File: config.mk
export PLATFORM = sky130hd
export DESIGN_NAME = uc_seq
export DESIGN_NICKNAME = d
export VERILOG_FILES = /design/src/rtl/uc_pkg.sv /design/src/rtl/uc_decode.sv /design/src/rtl/uc_seq.sv
export SDC_FILE = /design/constraint.sdc
export NUM_CORES = 1
export LEC_CHECK = 0
export ABC_AREA = 1
export BUFFER_PORTS_ARGS = -buffer_cell sky130_fd_sc_hd__buf_4
export CORE_MARGIN = 2
export CORE_UTILIZATION = 44
export CTS_BUF_LIST = sky130_fd_sc_hd__clkbuf_8
export DETAILED_ROUTE_END_ITERATION = 12
export HOLD_SLACK_MARGIN = 0.15
export PLACE_DENSITY = 0.72
export SLEW_MARGIN = 20
export SYNTH_ARGS = -nofsm -noshare
export SYNTH_HDL_FRONTEND = slang
export SYNTH_SLANG_ARGS = --single-unit
File: constraint.sdc
create_clock -name clk -period 1.2 [get_ports clk]
set_input_delay 0.06 -clock clk [delete_from_list [all_inputs] [get_ports clk]]
set_output_delay 0.06 -clock clk [all_outputs]
set_load 0.02 [all_outputs]
File: src/rtl/uc_pkg.sv
// Shared definitions for the microcontroller sequencer: opcode encodings,
// run/halt state type and the ALU operation driven by non-ALU instructions.
// No logic; imported by uc_decode and uc_seq.
package uc_pkg;

  // Class is selected by Opcode[5:4]; ALU class is any 0x pattern.
  localparam logic [1:0] CLS_LI  = 2'b10;
  localparam logic [1:0] CLS_CTL = 2'b11;

  // Control-class encodings.
  localparam logic [5:0] OP_J    = 6'b110000;
  localparam logic [5:0] OP_JZ   = 6'b110001;
  localparam logic [5:0] OP_JNZ  = 6'b110010;
  localparam logic [5:0] OP_JC   = 6'b110011;
  localparam logic [5:0] OP_SKZ  = 6'b110100;
  localparam logic [5:0] OP_SKNZ = 6'b110101;
  localparam logic [5:0] OP_SKC  = 6'b110110;
  localparam logic [5:0] OP_HALT = 6'b111111;

  // ALU operation presented for every non-ALU instruction.
  localparam logic [2:0] ALUOP_NONE = 3'b000;

  typedef enum logic {
    RUN    = 1'b0,
    HALTED = 1'b1
  } state_t;

endpackage

File: src/rtl/uc_decode.sv
// Purpose: pure combinational instruction decoder for the sequencer.
// Latency: zero cycles, outputs follow Opcode/flags/state in the same cycle.
// Backpressure: none; only cont (in HALTED) alters PC sequencing.
// Ports: opcode, latched flags, halted/cont in; s_inc, s_skip, s_inm, we,
//        alu_op, illegal_hit, alu_hit, halt_hit out.
// Optional feature: UC_SKIP_EN enables SKZ/SKNZ/SKC; otherwise they are
// illegal NOPs and s_skip is constant 0.
module uc_decode
  import uc_pkg::*;
(
  input  logic [5:0] opcode,
  input  logic       flag_z,
  input  logic       flag_c,
  input  logic       halted,
  input  logic       cont,
  output logic       s_inc,
  output logic       s_skip,
  output logic       s_inm,
  output logic       we,
  output logic [2:0] alu_op,
  output logic       illegal_hit,
  output logic       alu_hit,
  output logic       halt_hit
);

  always_comb begin
    s_inc       = 1'b1;
    s_skip      = 1'b0;
    s_inm       = 1'b0;
    we          = 1'b0;
    alu_op      = ALUOP_NONE;
    illegal_hit = 1'b0;
    alu_hit     = 1'b0;
    halt_hit    = 1'b0;

    if (halted) begin
      // Hold PC on the HALT word; release past it on the resume cycle.
      s_inc = cont;
    end else if (!opcode[5]) begin
      alu_op  = opcode[4:2];
      we      = 1'b1;
      alu_hit = 1'b1;
    end else if (opcode[5:4] == CLS_LI) begin
      we    = 1'b1;
      s_inm = 1'b1;
    end else begin
      case (opcode)
        OP_J:    s_inc = 1'b0;
        OP_JZ:   s_inc = ~flag_z;
        OP_JNZ:  s_inc = flag_z;
        OP_JC:   s_inc = ~flag_c;
`ifdef UC_SKIP_EN
        OP_SKZ:  s_skip = flag_z;
        OP_SKNZ: s_skip = ~flag_z;
        OP_SKC:  s_skip = flag_c;
`endif
        OP_HALT: begin
          // HALT is a zero-offset jump, so PC reloads itself.
          s_inc    = 1'b0;
          halt_hit = 1'b1;
        end
        default: illegal_hit = 1'b1;
      endcase
    end
  end

endmodule

File: src/rtl/uc_seq.sv
// Purpose: sequential control unit; flags, RUN/HALTED FSM, illegal sticky, instret.
// Latency: control outputs combinational in the instruction's cycle; state at next edge.
// Backpressure: none; HALTED stalls PC until cont=1.
// Ports: clk, reset (sync active-low), Opcode, zero, carry, cont in;
//        s_inc, s_skip, s_inm, we, ALUOp, halted, illegal, flag_z, flag_c,
//        instret out.
// Optional feature: UC_SKIP_EN (skip instructions, handled in uc_decode).
module uc_seq
  import uc_pkg::*;
#(
  parameter int INSTRET_W = 16
) (
  input  logic                 clk,
  input  logic                 reset,
  input  logic [5:0]           Opcode,
  input  logic                 zero,
  input  logic                 carry,
  input  logic                 cont,
  output logic                 s_inc,
  output logic                 s_skip,
  output logic                 s_inm,
  output logic                 we,
  output logic [2:0]           ALUOp,
  output logic                 halted,
  output logic                 illegal,
  output logic                 flag_z,
  output logic                 flag_c,
  output logic [INSTRET_W-1:0] instret
);

  state_t               state_q, state_d;
  logic                 flag_z_q, flag_z_d;
  logic                 flag_c_q, flag_c_d;
  logic                 illegal_q, illegal_d;
  logic [INSTRET_W-1:0] instret_q, instret_d;

  logic       dec_inc, dec_skip, dec_inm, dec_we;
  logic [2:0] dec_alu;
  logic       illegal_hit, alu_hit, halt_hit;

  uc_decode u_decode (
    .opcode      (Opcode),
    .flag_z      (flag_z_q),
    .flag_c      (flag_c_q),
    .halted      (state_q == HALTED),
    .cont        (cont),
    .s_inc       (dec_inc),
    .s_skip      (dec_skip),
    .s_inm       (dec_inm),
    .we          (dec_we),
    .alu_op      (dec_alu),
    .illegal_hit (illegal_hit),
    .alu_hit     (alu_hit),
    .halt_hit    (halt_hit)
  );

  // Next-state logic. The decoder already suppresses alu/halt/illegal hits
  // in HALTED, so flags and the sticky bit hold there without extra gating.
  always_comb begin
    state_d   = state_q;
    flag_z_d  = flag_z_q;
    flag_c_d  = flag_c_q;
    illegal_d = illegal_q | illegal_hit;
    instret_d = instret_q;

    case (state_q)
      RUN: begin
        instret_d = instret_q + {{(INSTRET_W-1){1'b0}}, 1'b1};
        if (alu_hit) begin
          flag_z_d = zero;
          flag_c_d = carry;
        end
        if (halt_hit) state_d = HALTED;
      end
      HALTED: begin
        if (cont) state_d = RUN;
      end
      default: state_d = RUN;
    endcase
  end

  always_ff @(posedge clk) begin
    if (!reset) begin
      state_q   <= RUN;
      flag_z_q  <= 1'b0;
      flag_c_q  <= 1'b0;
      illegal_q <= 1'b0;
      instret_q <= '0;
    end else begin
      state_q   <= state_d;
      flag_z_q  <= flag_z_d;
      flag_c_q  <= flag_c_d;
      illegal_q <= illegal_d;
      instret_q <= instret_d;
    end
  end

  // While reset is asserted the datapath sees a harmless PC+1, no-write word.
  always_comb begin
    if (!reset) begin
      s_inc  = 1'b1;
      s_skip = 1'b0;
      s_inm  = 1'b0;
      we     = 1'b0;
      ALUOp  = ALUOP_NONE;
    end else begin
      s_inc  = dec_inc;
      s_skip = dec_skip;
      s_inm  = dec_inm;
      we     = dec_we;
      ALUOp  = dec_alu;
    end
  end

  assign halted  = (state_q == HALTED);
  assign illegal = illegal_q;
  assign flag_z  = flag_z_q;
  assign flag_c  = flag_c_q;
  assign instret = instret_q;

endmodule

==> results by group, run 1 <==
Die
  • Die width: 53.63 um
  • Core Box Area: 2276 um2
  • Die area: 2876 um2
  • Die H: 53.63 um
  • Starting Density: 47.61%
  • Top Ports: 38
  • Row cnt: 17

STA
  • RSZ-0062 raised after global routing: true
  • Hold Slack: 0.1602 ns
  • Clock skew: 0.003578 ns
  • Slack of the critical path: -0.1054 ns
  • Final setup viols: 14
  • Tcrit/Tclk final: 108.8%
  • Minimum clock period: 1.305 ns
  • Achievable Freq: 766.0 MHz
  • Setup TNS: -0.5126 ns
  • Slew Limit Fails: 0
  • Final Hold Viols: 0

Setup path
  • R2R depth: 7
  • Critical Path End Type: output port
  • Worst setup SP type: flip-flop
  • Worst path max stage delay: 0.34 ns
  • Critical Path, Cell by Cell: o21ai_0 > nand3_1 > nand3_2 > nand2_1 > inv_1 > buf_6
  • CP arrival: 1.25 ns
  • CP Max Fanout: 4
  • CP required: 1.14 ns
  • Critical path type: reg -> out
  • Slowest cell on the critical path: dfxtp_1

Worst hold path
  • Hold Path Class: in -> reg
  • Hold Path Depth: 5

Cells and area
  • # diodes: 0
  • Util after Layout: 76.80%
  • Filler instances: 153
  • Register Area: 415.4 um2
  • Most common cell after layout, fill and taps aside: buf_4
  • Layout overhead on the synthesized area: 61.32%
  • Area of the multi-input gates: 669.4 um2
  • Most frequent cells in the layout: 49 x buf_4, 34 x nand2_1, 27 x nor2_1
  • Share of cells above drive strength 1: 40.44%
  • # nets final: 238

Clock network
  • H-tree levels: 1
  • Sink Count: 20
  • Worst-skew pair later-pin latency: 0.26 ns
  • Clock buffer depth: 2
  • TritonCTS clock tree: done
  • Clk pin slew, worst setup/hold paths: 0.08 ns
  • Root buf cell: clkbuf_8
  • CTS buffer count: 3

Drt
  • Routed wire length: 3182 um
  • Via count: 1,237
  • Post-DR vias/cell: 4.889
  • DRC viols: 0
  • Final ANT Viol Nets: 0
  • Starting DRT DRC Count: 15
  • Pre-antenna DRT Iters: 4
  • Routed length per instance: 12.58 um

Placed design
  • GPL Wtd Cong: 0.8195
  • HPWL Detailed: 2037 um
  • Post-place setup slack: -0.05363 ns
  • Port bufs: 36

GRT
  • GRT Overall Usage: 22.68%
  • Grt ovf: 0
  • First-pass GRT wire length: 4698 um
  • Initial antenna violation count: 0
  • Vias in the first global route: 1,150
  • Largest net degree at the start of global routing: 15

Power
  • Leak pwr: 0.7864 nW
  • Worst vdd ir: 0.6712 mV
  • Power Density: 847.0 nW/um2

Yosys
  • Synth Register Bits: 20
  • Mean Syn Cell Area: 6.567 um2
  • Post-Syn Area: 1084 um2
  • Post-synthesis sequential area ratio: 36.95%
  • Distinct cells, synth: 22
  • Post-Syn Instances: 165
  • Syn_nets: 177
  • Yosys warns: 0

Run status
  • Status: complete, but fails checks
  • Failing checks: negative setup slack

Flow run
  • Number of max-cap violations: 0
cell families (layout without fill, tap and decap cells):
logic type / Yosys count / after routing / share of synthesized area (%)
other: 1 / 1 / 0.3461
adder cells (fa/ha/maj): 1 / 1 / 1.155
flip-flops: 20 / 20 / 36.95
buffers and inverters: 28 / 88 / 10.74
AND/OR/NAND/NOR: 97 / 97 / 41.34
XOR/XNOR: 2 / 2 / 1.617
AO/OA/AOI/OAI: 16 / 16 / 7.853
stage by stage:
| stage | total power [W] | std cells | area [um2] |
|---|---|---|---|
| after CTS | 0.001443 | 248 | 1608 |
| after global placement | 0.0008993 | 233 | 1429 |
| final | 0.001480 | 253 | 1748 |
| after global routing | 0.001542 | 253 | 1748 |
| after detailed placement | 0.0009040 | 233 | 1429 |
| after floorplan | 0.0008141 | 165 | 1094 |
state kept, by name, summed over array words and instances (netlist names):
name and cells:
flag_z 1, instret 16, illegal 1, flag_c 1, halted 1
cell usage after synthesis:
cell type,instances,share of area (%)
o21ai_0,8,3.7
nand2_2,2,1.2
o21bai_1,1,0.69
buf_4,2,1.4
clkbuf_4,1,0.69
nor2_4,3,3.1
inv_1,22,7.6
dfxtp_1,20,37
nor2_2,1,0.58
o21ai_1,2,0.92
nand2_1,34,12
ha_1,1,1.2
nand4_1,6,3.5
nor3_1,4,1.8
a21oi_1,4,1.8
conb_1,1,0.35
o31ai_1,1,0.69
nor2_1,36,12
nand3_2,4,3.7
xor2_1,2,1.6
inv_2,3,1.0
nand3_1,7,3.2
where the power goes:
group          switching [W]  internal [W]  leakage, nW
logic               0.000131      0.000115        0.592
clock network       0.000242      0.000293       0.0288
registers          0.0000211      0.000679        0.166
routing by layer:
layer | track usage, % | share of wire, % | up-vias
met4 | 10.68 | 2.8 | 0
met2 | 41.15 | 51 | 42
met1 | 25.55 | 42 | 553
met5 | 0 | 0 | -
li1 | - | - | 633
met3 | 3.889 | 4.0 | 9
timing repair:
item / CTS / global route
pin swaps: 8 / 14
endpoints found under the setup margin: 9 / 16
setup buffers: 6 / 5
resized for setup: 10 / 25
hold buffers: 5 / 0
hold endpoints to repair: 4 / 0
final cells by class:
cell class / instances / area share [%]
timing repair buffer: 59 / 27.13
clock buffer: 4 / 3.150
inverter: 25 / 5.655
multi-input combinational: 117 / 38.30
sequential: 20 / 23.77
tap: 28 / 2.004
final timing paths:
kind	start	end	slack (ns)
min reg2reg	illegal	illegal	0.46
max	flag_z	s_inc	-0.11
min	reset	instret[1]	0.16
max reg2reg	halted	instret[4]	-0.10
worst max-delay path: cells and delay by family, from the launching register on:
| kind | cells | cell delay [ns] |
|---|---|---|
| flip-flops | 1 | 0.34 |
| AND/OR/NAND/NOR | 3 | 0.28 |
| AO/OA/AOI/OAI | 1 | 0.19 |
| buffers and inverters | 2 | 0.17 |
Power figures use the tool's default switching activity.
==> run 2: changes to the inputs <==
- BUFFER_PORTS_ARGS: -buffer_cell sky130_fd_sc_hd__buf_4 -> not set
- CORE_UTILIZATION: 44 -> 55
- DONT_BUFFER_PORTS: not set -> 1
- PLACE_DENSITY: 0.72 -> 0.7
==> results by group, run 2 (same netlist as run 1, synthesis figures left out) <==
Run status
  • Failing checks: negative hold slack, negative setup slack
  • Status: complete, but fails checks

Die
  • Die width: 48.39 um
  • Die H: 48.39 um
  • Row cnt: 16
  • Die area: 2341 um2
  • Top Ports: 38
  • Starting Density: 56.97%
  • Core Box Area: 1902 um2

Cells and area
  • Share of cells above drive strength 1: 35.86%
  • Util after Layout: 78.95%
  • Most common cell after layout, fill and taps aside: nor2_1
  • Register Area: 429.2 um2
  • # diodes: 0
  • Most frequent cells in the layout: 33 x nor2_1, 32 x nand2_1, 32 x buf_4
  • Layout overhead on the synthesized area: 38.57%
  • Filler instances: 131
  • # nets final: 211
  • Max reg flops: 16
  • Area of the multi-input gates: 630.6 um2

Drt
  • Starting DRT DRC Count: 25
  • Routed length per instance: 12.43 um
  • Post-DR vias/cell: 5.102
  • Via count: 1,148
  • Routed wire length: 2796 um
  • DRC viols: 0
  • Final ANT Viol Nets: 0
  • Pre-antenna DRT Iters: 4

GRT
  • Grt ovf: 0
  • Largest net degree at the start of global routing: 16
  • First-pass GRT wire length: 4567 um
  • GRT Overall Usage: 24.44%
  • Vias in the first global route: 1,139
  • Initial antenna violation count: 0

STA
  • Minimum clock period: 1.221 ns
  • Tcrit/Tclk final: 101.8%
  • Slew Limit Fails: 0
  • Hold Slack: -0.09852 ns
  • RSZ-0062 raised after global routing: true
  • Achievable Freq: 818.8 MHz
  • Clock skew: 0.0008833 ns
  • Final Hold Viols: 15
  • Slack of the critical path: -0.02125 ns
  • Final setup viols: 6

Placed design
  • Post-place setup slack: -0.0002149 ns
  • GPL Wtd Cong: 0.8478
  • HPWL Detailed: 1967 um
  • Port bufs: 0

Setup path
  • Critical path type: reg -> reg
  • Worst setup SP type: flip-flop
  • R2R setup slack: -0.02 ns
  • CP required: 1.35 ns
  • CP arrival: 1.37 ns
  • Critical Path End Type: flip-flop
  • CP Max Fanout: 4

Clock network
  • Sink Count: 20
  • H-tree levels: 1
  • CTS buffer count: 3
  • TritonCTS clock tree: done
  • Hold buffers post-CTS: 1
  • Worst-skew pair later-pin latency: 0.26 ns
  • Clock buffer depth: 2
  • Clk pin slew, worst setup/hold paths: 0.08 ns
  • Root buf cell: clkbuf_8

Power
  • Power Density: 1022 nW/um2
  • Comb power frac: 9.8%
  • Clock power share: 44.6%
  • Sw Ratio: 22.89%
  • P_sw: 0.0003511 W
  • Worst vdd ir: 0.6276 mV
  • Leak pwr: 0.6545 nW
  • Power share of the sequential group: 45.6%
  • Total power: 0.001534 W
  • Cell internal pwr: 0.001183 W

Flow run
  • Number of max-cap violations: 0

Worst hold path
  • Hold Path Class: in -> reg
[run 2: changes by cell type in the layout (fill, tap and decap cells not counted), sizes merged]
cell,change
buf,-22
dlygate4sd3,-5
bufinv,+1
clkbuf,-1
[run 2: power by group through the flow]
stage | Combinational (W) | Clock (W) | Sequential [W]
5_1_grt | 0.000168 | 0.000701 | 0.000702
6_report | 0.000151 | 0.000684 | 0.000699
3_3_place_gp | 0.000134 | 0 | 0.000716
2_1_floorplan | 0.0000810 | 0 | 0.000733
4_1_cts | 0.000145 | 0.000683 | 0.000702
3_5_place_dp | 0.000137 | 0 | 0.000718
[run 2: layout make-up]
type	count	area share, %
multi-input combinational	117	42.00
clock buffer	3	2.750
inverter	25	6.417
clock inverter	1	2.000
sequential	20	28.58
tap	27	2.250
timing repair buffer	32	16.00
[run 2: metrics by stage]
| stage | hold WS [ns] | TNS [ns] | cell area (um2) | std cells |
|---|---|---|---|---|
| 2_1_floorplan | 0.1909 | -0.05834 | 1094 | 165 |
| 3_3_place_gp | 0.1780 | 0 | 1308 | 216 |
| 3_5_place_dp | 0.1848 | -0.0002149 | 1308 | 216 |
| 4_1_cts | -0.09059 | -0.02508 | 1425 | 221 |
| 5_1_grt | -0.08622 | -0.9620 | 1501 | 225 |
| 6_report | -0.09852 | -0.07907 | 1501 | 225 |
[run 2: timing repair]
| item | 4_1_cts | 5_1_grt |
|---|---|---|
| resized for setup | 10 | 19 |
| endpoints found under the setup margin | 8 | 15 |
| endpoints found under the hold margin | 20 | 20 |
| buffers inserted | 0 | 5 |
| cloned | 0 | 0 |
| pin swaps | 1 | 16 |
[run 2: path summary, 6_finish.rpt]
kind | cells after the start | startpoint | endpoint
worst max-delay path | 6 | instret[0] | instret[8]
worst min-delay path | 2 | reset | instret[10]
worst max register to register | 6 | instret[0] | instret[8]
worst min register to register | 2 | instret[15] | instret[15]
[run 2: critical path, stage by stage (launching register included)]
cell     delay [ns]
dfxtp_4        0.39
ha_4           0.16
nand3_4        0.10
nor2_4         0.14
nand3_2        0.09
xor2_1         0.17
nor2_1         0.07
[run 2: layer usage]
| layer | track usage [%] | wire length [um] | vias to the layer above |
|---|---|---|---|
| met1 | 26.28 | 1098 | 523 |
| met3 | 5.247 | 197 | 9 |
| met2 | 46.53 | 1425 | 41 |
| met4 | 9.048 | 75 | 0 |
| met5 | 0 | 0 | - |
| li1 | - | - | 575 |
